===== src/rtl/change_dispenser.sv =====
// Greedy change payout FSM offering one coin at a time over valid/ready.
// Define CHANGE_LIMIT_EN to reject start requests above 200 with an err pulse.
module change_dispenser #(
  parameter int unsigned GAP_CYCLES = 2
) (
  input  logic       sys_clk,
  input  logic       sys_rst_n,
  input  logic       start,
  input  logic [7:0] change_money,
  input  logic       abort,
  input  logic       coin_ready,
  output logic       coin_valid,
  output logic [4:0] coin_type,
  output logic [7:0] remaining,
  output logic       busy,
  output logic       done,
  output logic       err
);

  typedef enum logic [2:0] {
    IDLE,
    SELECT,
    OFFER,
    GAP,
    DONE
  } state_t;

  localparam logic [7:0] GAP_LAST = 8'(GAP_CYCLES - 1);

  state_t     state;
  logic [7:0] gap_cnt;
  logic       hs;
  logic [7:0] paid;
  logic       over_limit;

  function automatic logic [4:0] pick(input logic [7:0] amt);
    if (amt >= 8'd50) return 5'b10000;
    if (amt >= 8'd20) return 5'b01000;
    if (amt >= 8'd10) return 5'b00100;
    if (amt >= 8'd5)  return 5'b00010;
    return 5'b00001;
  endfunction

  function automatic logic [7:0] value_of(input logic [4:0] t);
    logic [7:0] v;
    v = 8'd0;
    unique case (1'b1)
      t[4]:    v = 8'd50;
      t[3]:    v = 8'd20;
      t[2]:    v = 8'd10;
      t[1]:    v = 8'd5;
      t[0]:    v = 8'd1;
      default: v = 8'd0;
    endcase
    return v;
  endfunction

`ifdef CHANGE_LIMIT_EN
  assign over_limit = change_money > 8'd200;
`else
  assign over_limit = 1'b0;
`endif

  assign hs   = coin_valid & coin_ready;
  assign paid = remaining - value_of(coin_type);

  always_ff @(posedge sys_clk) begin
    if (!sys_rst_n) begin
      state      <= IDLE;
      gap_cnt    <= 8'd0;
      coin_valid <= 1'b0;
      coin_type  <= 5'd0;
      remaining  <= 8'd0;
      busy       <= 1'b0;
      done       <= 1'b0;
      err        <= 1'b0;
    end else begin
      done <= 1'b0;
      err  <= 1'b0;
      if (abort && state != IDLE) begin
        // a coin taken on the abort edge is still owed off the balance
        state      <= IDLE;
        busy       <= 1'b0;
        coin_valid <= 1'b0;
        gap_cnt    <= 8'd0;
        if (hs) remaining <= paid;
      end else begin
        unique case (state)
          IDLE: begin
            if (start && over_limit) begin
              err <= 1'b1;
            end else if (start) begin
              remaining <= change_money;
              busy      <= 1'b1;
              if (change_money == 8'd0) begin
                state <= DONE;
                done  <= 1'b1;
              end else begin
                state <= SELECT;
              end
            end
          end
          SELECT: begin
            coin_type <= pick(remaining);
            state     <= OFFER;
          end
          OFFER: begin
            if (!coin_valid) begin
              coin_valid <= 1'b1;
            end else if (coin_ready) begin
              remaining  <= paid;
              coin_valid <= 1'b0;
              gap_cnt    <= 8'd0;
              if (paid == 8'd0) begin
                state <= DONE;
                done  <= 1'b1;
              end else if (GAP_CYCLES == 0) begin
                state <= SELECT;
              end else begin
                state <= GAP;
              end
            end
          end
          GAP: begin
            if (gap_cnt == GAP_LAST) begin
              gap_cnt <= 8'd0;
              state   <= SELECT;
            end else begin
              gap_cnt <= gap_cnt + 8'd1;
            end
          end
          DONE: begin
            state <= IDLE;
            busy  <= 1'b0;
          end
          default: begin
            state <= IDLE;
            busy  <= 1'b0;
          end
        endcase
      end
    end
  end

endmodule


===== config.mk =====
export PLATFORM = sky130hd
export DESIGN_NAME = change_dispenser
export DESIGN_NICKNAME = d
export VERILOG_FILES = /design/src/rtl/change_dispenser.sv
export SDC_FILE = /design/constraint.sdc
export NUM_CORES = 1
export LEC_CHECK = 0
export ABC_AREA = 1
export BUFFER_PORTS_ARGS = -buffer_cell sky130_fd_sc_hd__buf_2
export CAP_MARGIN = 5
export CORE_MARGIN = 2
export CORE_UTILIZATION = 50
export CTS_CLUSTER_DIAMETER = 50
export CTS_CLUSTER_SIZE = 40
export DETAILED_ROUTE_END_ITERATION = 12
export PLACE_DENSITY = 0.75
export SETUP_SLACK_MARGIN = 0.4
export SYNTH_ARGS = -nofsm -noshare
export SYNTH_HDL_FRONTEND = slang
export SYNTH_SLANG_ARGS = --single-unit
export TNS_END_PERCENT = 1

===== constraint.sdc =====
create_clock -name sys_clk -period 2.1 [get_ports sys_clk]
set_input_delay 0.42 -clock sys_clk [delete_from_list [all_inputs] [get_ports sys_clk]]
set_output_delay 0.42 -clock sys_clk [all_outputs]
set_load 0.01 [all_outputs]

==> results of run 1 <==
through the flow:
step / util (%) / hold WS, ps
CTS: 61.57 / 303.1
finish: 63.79 / 332.0
global placement: 59.99 / 445.8
global route: 63.79 / 333.2
detailed placement: 59.99 / 451.7
floorplan: - / 462.6
report_power, final:
part	internal [mW]	leakage [nW]	total, mW	switching [mW]
combinational	0.899	0.792	2.32	1.42
sequential	0.631	0.222	0.748	0.117
clock	0.0783	0.0183	0.262	0.184
worst max-delay path, cell delays in order, from the launching register on:
cell and delay [ps]:
sky130_fd_sc_hd__dfxtp_2 350, sky130_fd_sc_hd__or2_4 250, sky130_fd_sc_hd__ha_4 160, sky130_fd_sc_hd__fa_2 550, sky130_fd_sc_hd__nand2_1 70, sky130_fd_sc_hd__nor2_1 110, sky130_fd_sc_hd__nand3_2 80, sky130_fd_sc_hd__nor2_1 90
sky130_fd_sc_hd__nand2_1 80, sky130_fd_sc_hd__nand2_1 80, sky130_fd_sc_hd__nand2_1 60, sky130_fd_sc_hd__nand2_1 80, sky130_fd_sc_hd__a21oi_2 50
registers in the layout, summed over array words and instances (netlist names):
name,flops
coin_type,5
gap_cnt,8
done,1
state,3
busy,1
coin_valid,1
remaining,8
synthesized netlist by cell type (all sizes together):
library cell / count
nand2: 65
nor4: 3
o41ai: 1
o211ai: 3
clkbuf: 1
a21o: 1
nor2: 37
a21oi: 25
a221oi: 2
fa: 1
o21ai: 11
nand4: 2
nor3: 5
a211oi: 2
nand3: 18
buf: 3
and2: 1
ha: 8
nor3b: 3
conb: 1
xnor2: 2
o21a: 2
dfxtp: 27
or2: 5
inv: 42
cells by family (layout without fill, tap and decap cells):
group / after synthesis / in the layout / share of synthesized area [%]
and+or+nand+nor: 139 / 139 / 35.50
buffers and inverters: 46 / 83 / 10.11
other: 1 / 1 / 0.2090
xor gates and xnor gates: 2 / 2 / 0.9765
AOI/OAI and AO/OA: 47 / 47 / 16.39
adders and majority gates: 9 / 9 / 6.695
DFF: 27 / 27 / 30.13
timing repair:
item                                   4_1_cts  5_1_grt
pin swaps                                    5       13
setup buffers                                2        1
gates resized for setup                      3       18
setup endpoints to repair                    8       16
endpoints found under the hold margin        0        0
layer usage:
layer | track usage, % | up-vias | part of all wire (%)
li1 | - | 950 | -
met1 | 25.90 | 809 | 46
met2 | 35.55 | 47 | 48
met3 | 4.577 | 6 | 5.0
met4 | 8.696 | 0 | 1.7
met5 | 0 | - | 0
path summary, 6_finish.rpt:
path	end	cells past startpoint	slack (ps)
max	state[0]	12	-2
min	remaining[5]	3	330
max reg2reg	state[0]	12	-2
min reg2reg	busy	2	470
cell type report:
cell class              count  area (sq um)  share of cell area [%]
multi-input cells         198          1162                   53.76
flip-flops and latches     27         545.5                   25.23
repair buffers             37         207.7                   9.606
inverters                  42         157.7                   7.292
well taps                  46         57.56                   2.662
clock buffers               3         22.52                   1.042
clock inverters             1         8.758                  0.4051
==> impl_metrics.sql, run 1 <==
INSERT INTO impl_metrics (metric_group, metric, value, unit) VALUES
('run_status', 'run_status', 'finished with violations', ''),
('synth', 'post_synth_inst_count', '271', ''),
('cts', 'clk_path_buf_depth', '2', ''),
('cts', 'clk_root_buffer_cell', 'sky130_fd_sc_hd__clkbuf_4', ''),
('timing', 'setup-tns-final', '-1.899', 'ps'),
('route', 'detail_route.drc_violations', '0', ''),
('cts', 'cts.reportedPaths.clkPinSlew', '170', 'ps'),
('synth', 'synthesis.nets', '293', ''),
('setup_path', 'timing_worst_setup_path_type', 'reg -> reg', ''),
('setup_path', 'critical_path.startpoint', 'coin_type[0]', ''),
('setup_path', 'timing.critical_path.arrival', '2370', 'ps'),
('cells_and_area', 'fillers', '321', ''),
('floorplan', 'initial_core_util', '52.93', '%'),
('global_routing', 'grt_first_pass_wirelength', '6.837', 'mm'),
('timing', 'timing.final.max_slew_violations', '0', ''),
('route', 'drtAntennaViolNets', '0', ''),
('global_routing', 'gr-usage-all-layers', '21.11', '%'),
('global_routing', 'grt_pass1_vias', '1608', ''),
('cells_and_area', 'final_common_cell', 'sky130_fd_sc_hd__nand2_1', ''),
('placement', 'pre_cts_ws', '68.17', 'ps'),
('placement', 'post_dp_cell_area', '2033', 'sq um'),
('setup_path', 'timing.critical_path.fanout_max', '2', ''),
('placement', 'place.gp.congestion', '0.9246', ''),
('route', 'drt-pass1-iter-count', '4', ''),
('timing', 'min_clock_period_post_route', '2102', 'ps'),
('synth', 'synth_top_area_cell', 'sky130_fd_sc_hd__dfxtp_1', ''),
('cts', 'clk-insertion-delay-late', '350', 'ps'),
('floorplan', 'fp.dieH', '63.91', 'microns'),
('timing', 'layout_worst_path_cycle_share', '100.1', '%'),
('global_routing', 'grt_overflow', '0', ''),
('setup_path', 'timing.critical_path.required', '2370', 'ps'),
('route', 'drt_iter0_markers', '104', ''),
('cells_and_area', 'final_layout_size_suffix_gt1_share', '28.25', '%'),
('cells_and_area', 'nets', '331', ''),
('route', 'via_per_inst', '5.119', ''),
('global_routing', 'grt_antenna_before_repair', '0', ''),
('floorplan', 'die_width', '63.91', 'microns'),
('cts', 'cts_sinks', '27', ''),
('pwr', 'power.density', '1539', 'nW/um^2'),
('setup_path', 'timing.critical_path.to_type', 'flip-flop', ''),
('timing', 'hold_viol', '0', ''),
('cts', 'numCtsBuffers', '3', ''),
('placement', 'place_hpwl', '3.234', 'mm'),
('setup_path', 'critical_path.startpoint_type', 'flip-flop', ''),
('placement', 'port-buffer-count', '28', ''),
('cells_and_area', 'layout_cells_excl_fill', '354', ''),
('cells_and_area', 'antenna_cells', '0', ''),
('hold_path', 'hold_start', 'sys_rst_n', ''),
('timing', 'max_freq', '475.8', 'MHz'),
('floorplan', 'rows', '21', ''),
('flow_run', 'cap_viol_max_count', '0', ''),
('synth', 'netlist_area', '1794', 'sq um'),
('global_routing', 'grt_max_degree', '18', ''),
('synth', 'synth_sequential_area_ratio', '30.13', '%'),
('pwr', 'p_leak', '1.033', 'nW'),
('hold_path', 'min_path_type', 'in -> reg', ''),
('timing', 'finalWorstSetupSlack', '-1.899', 'ps'),
('pwr', 'fin_total_pwr', '3.327', 'mW'),
('route', 'detailroute.via_count', '1812', ''),
('run_status', 'violations_in_the_final_reports', 'negative setup slack', ''),
('synth', 'synth.top_cell.area_share', '30.13', '%'),
('route', 'routedWlPerCell', '11.88', 'microns'),
('cts', 'cts_tree', 'yes', ''),
('route', 'routed_wirelength', '4.206', 'mm'),
('synth', 'postSynthAreaPerCell', '6.621', 'sq um'),
('cells_and_area', 'signed_area_change_from_the_synthesized_netlist_to_the_final_layout', '20.50', '%'),
('placement', 'dp_cells', '347', ''),
('floorplan', 'floorplan.io_pins', '30', ''),
('cts', 'htree_levels', '1', ''),
('cells_and_area', 'postLayoutCellArea', '2162', 'sq um'),
('setup_path', 'reg2reg_from', 'coin_type[0]', ''),
('timing', 'final-setup-viol-count', '1', ''),
('synth', 'synthDistinctLibCells', '35', ''),
('pwr', 'power.ir.vdd_worst', '0.0006250', 'V'),
('floorplan', 'floorplan.die_area', '4084', 'sq um'),
('synth', 'yosysWarningCount', '0', ''),
('synth', 'synth_area_leaders', 'sky130_fd_sc_hd__dfxtp_1, sky130_fd_sc_hd__nand2_1, sky130_fd_sc_hd__inv_1', ''),
('floorplan', 'core_outline_area', '3390', 'sq um'),
('synth', 'synth.ff_latch_count', '27', ''),
('timing', 'fin_skew', '5.036', 'ps'),
('cells_and_area', 'layout_common_cells', 'sky130_fd_sc_hd__nand2_1, sky130_fd_sc_hd__inv_1, sky130_fd_sc_hd__nor2_1', ''),
('cts', 'cts_hold_buffers', '0', ''),
('timing', 'rsz0062_at_grt', 'true', '');
Power figures use the tool's default switching activity.
==> run 2, diff against run 1 <==
--- a/constraint.sdc
+++ b/constraint.sdc
@@ -3,2 +3,2 @@
 set_output_delay 0.42 -clock sys_clk [all_outputs]
-set_load 0.01 [all_outputs]
+set_load 0.02 [all_outputs]
==> run 2 against run 1 <==
Against the previous run:
- total power down 2.9%
- highest routed layer unchanged
- critical path depth unchanged
- register-to-register slack better by 20 ps
- clock skew up 0.79 ps
- the flow now finishes without violations
- non-clock buffer count down 4
- first-iteration DRC count up 20%
==> impl_metrics.sql, run 2 (synthesized netlist as in run 1, its figures left out) <==
INSERT INTO impl_metrics (metric_group, metric, value, unit) VALUES
('cells_and_area', 'fillers', '337', ''),
('cells_and_area', 'final_common_cell', 'sky130_fd_sc_hd__nand2_1', ''),
('placement', 'port-buffer-count', '28', ''),
('floorplan', 'initial_core_util', '52.93', '%'),
('floorplan', 'floorplan.die_area', '4084', 'sq um'),
('timing', 'timing.final.max_slew_violations', '0', ''),
('setup_path', 'cpMostUsedCell', 'sky130_fd_sc_hd__nand2_1', ''),
('setup_path', 'timing.critical_path.fanout_max', '2', ''),
('route', 'via_per_inst', '5.140', ''),
('hold_path', 'min_path_type', 'in -> reg', ''),
('setup_path', 'timing.critical_path.to_type', 'flip-flop', ''),
('floorplan', 'core_outline_area', '3390', 'sq um'),
('pwr', 'power.density', '1547', 'nW/um^2'),
('cts', 'cts_tree', 'yes', ''),
('global_routing', 'grt_first_pass_wirelength', '6.775', 'mm'),
('pwr', 'power.ir.vdd_worst', '0.0006615', 'V'),
('cells_and_area', 'layout_common_cells', 'sky130_fd_sc_hd__nand2_1, sky130_fd_sc_hd__inv_1, sky130_fd_sc_hd__nor2_1', ''),
('route', 'routed_wirelength', '4.074', 'mm'),
('timing', 'rsz0062_at_grt', 'true', ''),
('global_routing', 'grt_antenna_before_repair', '0', ''),
('route', 'routedWlPerCell', '11.64', 'microns'),
('timing', 'final-setup-viol-count', '0', ''),
('global_routing', 'grt_pass1_vias', '1612', ''),
('placement', 'place_hpwl', '3.179', 'mm'),
('setup_path', 'crit_path_top_delay_cell', 'sky130_fd_sc_hd__fa_2', ''),
('route', 'drtAntennaViolNets', '0', ''),
('timing', 'max_freq', '481.0', 'MHz'),
('placement', 'place.gp.congestion', '0.8944', ''),
('cts', 'clk_path_buf_depth', '2', ''),
('setup_path', 'timing_worst_setup_path_type', 'reg -> reg', ''),
('cts', 'clk-insertion-delay-late', '340', 'ps'),
('flow_run', 'cap_viol_max_count', '0', ''),
('floorplan', 'die_width', '63.91', 'microns'),
('floorplan', 'rows', '21', ''),
('cts', 'clk_root_buffer_cell', 'sky130_fd_sc_hd__clkbuf_4', ''),
('timing', 'fin_skew', '5.826', 'ps'),
('global_routing', 'grt_overflow', '0', ''),
('cts', 'numCtsBuffers', '3', ''),
('cells_and_area', 'final_layout_size_suffix_gt1_share', '24.67', '%'),
('cells_and_area', 'largest_regs', 'gap_cnt: 8 flops, remaining: 8 flops, coin_type: 5 flops', ''),
('timing', 'setup-tns-final', '0', 'ps'),
('setup_path', 'critical_path.max_stage_delay', '530', 'ps'),
('run_status', 'run_status', 'finished, final reports clean', ''),
('pwr', 'p_leak', '1.004', 'nW'),
('route', 'drt_iter0_markers', '125', ''),
('route', 'drt-pass1-iter-count', '4', ''),
('timing', 'hold_viol', '0', ''),
('setup_path', 'timing.critical_path.arrival', '2320', 'ps'),
('cts', 'cts.reportedPaths.clkPinSlew', '150', 'ps'),
('route', 'detailroute.via_count', '1799', ''),
('floorplan', 'fp.dieH', '63.91', 'microns'),
('timing', 'timing.hold.ws', '346.8', 'ps'),
('cells_and_area', 'signed_area_change_from_the_synthesized_netlist_to_the_final_layout', '16.39', '%'),
('global_routing', 'grt_max_degree', '17', ''),
('route', 'detail_route.drc_violations', '0', ''),
('timing', 'min_clock_period_post_route', '2079', 'ps'),
('floorplan', 'floorplan.io_pins', '30', ''),
('cells_and_area', 'antenna_cells', '0', ''),
('cts', 'cts_sinks', '27', ''),
('cts', 'htree_levels', '1', ''),
('timing', 'layout_worst_path_cycle_share', '98.99', '%'),
('cells_and_area', 'nets', '327', ''),
('setup_path', 'timing.critical_path.required', '2350', 'ps'),
('setup_path', 'critical_path.startpoint_type', 'flip-flop', ''),
('setup_path', 'crit_chain', 'or2_4 -> ha_4 -> fa_2 -> nand2_1 -> nor2_1 -> nand3_2 -> nor2_1 -> nand2_1 -> nand2_1 -> nand2_1 -> nand2_1 -> a21oi_2', ''),
('global_routing', 'gr-usage-all-layers', '20.86', '%');
run 2: metal layers:
| layer | GRT usage, % | share of wire (%) | vias up |
|---|---|---|---|
| met3 | 4.401 | 4.2 | 5 |
| met4 | 5.978 | 1.0 | 0 |
| li1 | - | - | 942 |
| met2 | 36.85 | 49 | 43 |
| met1 | 25.27 | 46 | 809 |
| met5 | 0 | 0 | - |
run 2: area by class of cell:
| class | instances | area (sq um) | share of cell area (%) |
|---|---|---|---|
| multi-input combinational | 198 | 1120 | 53.62 |
| sequential | 27 | 546.8 | 26.18 |
| clock buffer | 3 | 22.52 | 1.078 |
| clock inverter | 1 | 6.256 | 0.2996 |
| timing repair buffer | 33 | 177.7 | 8.508 |
| tap | 46 | 57.56 | 2.756 |
| inverter | 42 | 157.7 | 7.549 |
run 2: worst max-delay path, delay by kind of cell (launching register included):
family | cells | cell delay, ps
simple gates | 9 | 890
fa+ha+maj | 2 | 690
flops | 1 | 370
compound gates | 1 | 50
run 2: power by group:
part	internal, mW	switching [mW]
clock network	0.0746	0.165
logic	0.814	1.44
registers	0.630	0.109
total	1.52	1.71
run 2: final timing paths:
path,from,end,slack [ps],depth (start not counted)
setup / recovery,coin_type[0],state[0],20,12
hold / removal,sys_rst_n,remaining[5],350,3
setup reg to reg,coin_type[0],state[0],20,12
hold reg to reg,busy,busy,470,2
run 2: per-stage QoR:
step	instance area (sq um)	instances	utilization (%)	total power [mW]	setup slack [ps]
after global routing	2088	350	61.61	3.568	-93.86
after CTS	2062	350	60.83	3.126	41.60
after floorplan	1817	271	-	2.384	132.9
final	2088	350	61.61	3.230	21.18
after detailed placement	2021	345	59.62	2.846	46.52
after global placement	2021	345	59.62	2.828	76.15
run 2: what timing repair did:
item	4_1_cts	5_1_grt
cloned	0	0
setup buffers	1	0
endpoints found under the setup margin	10	18
hold buffers	0	0
gates resized for setup	3	8
pin swaps	0	3
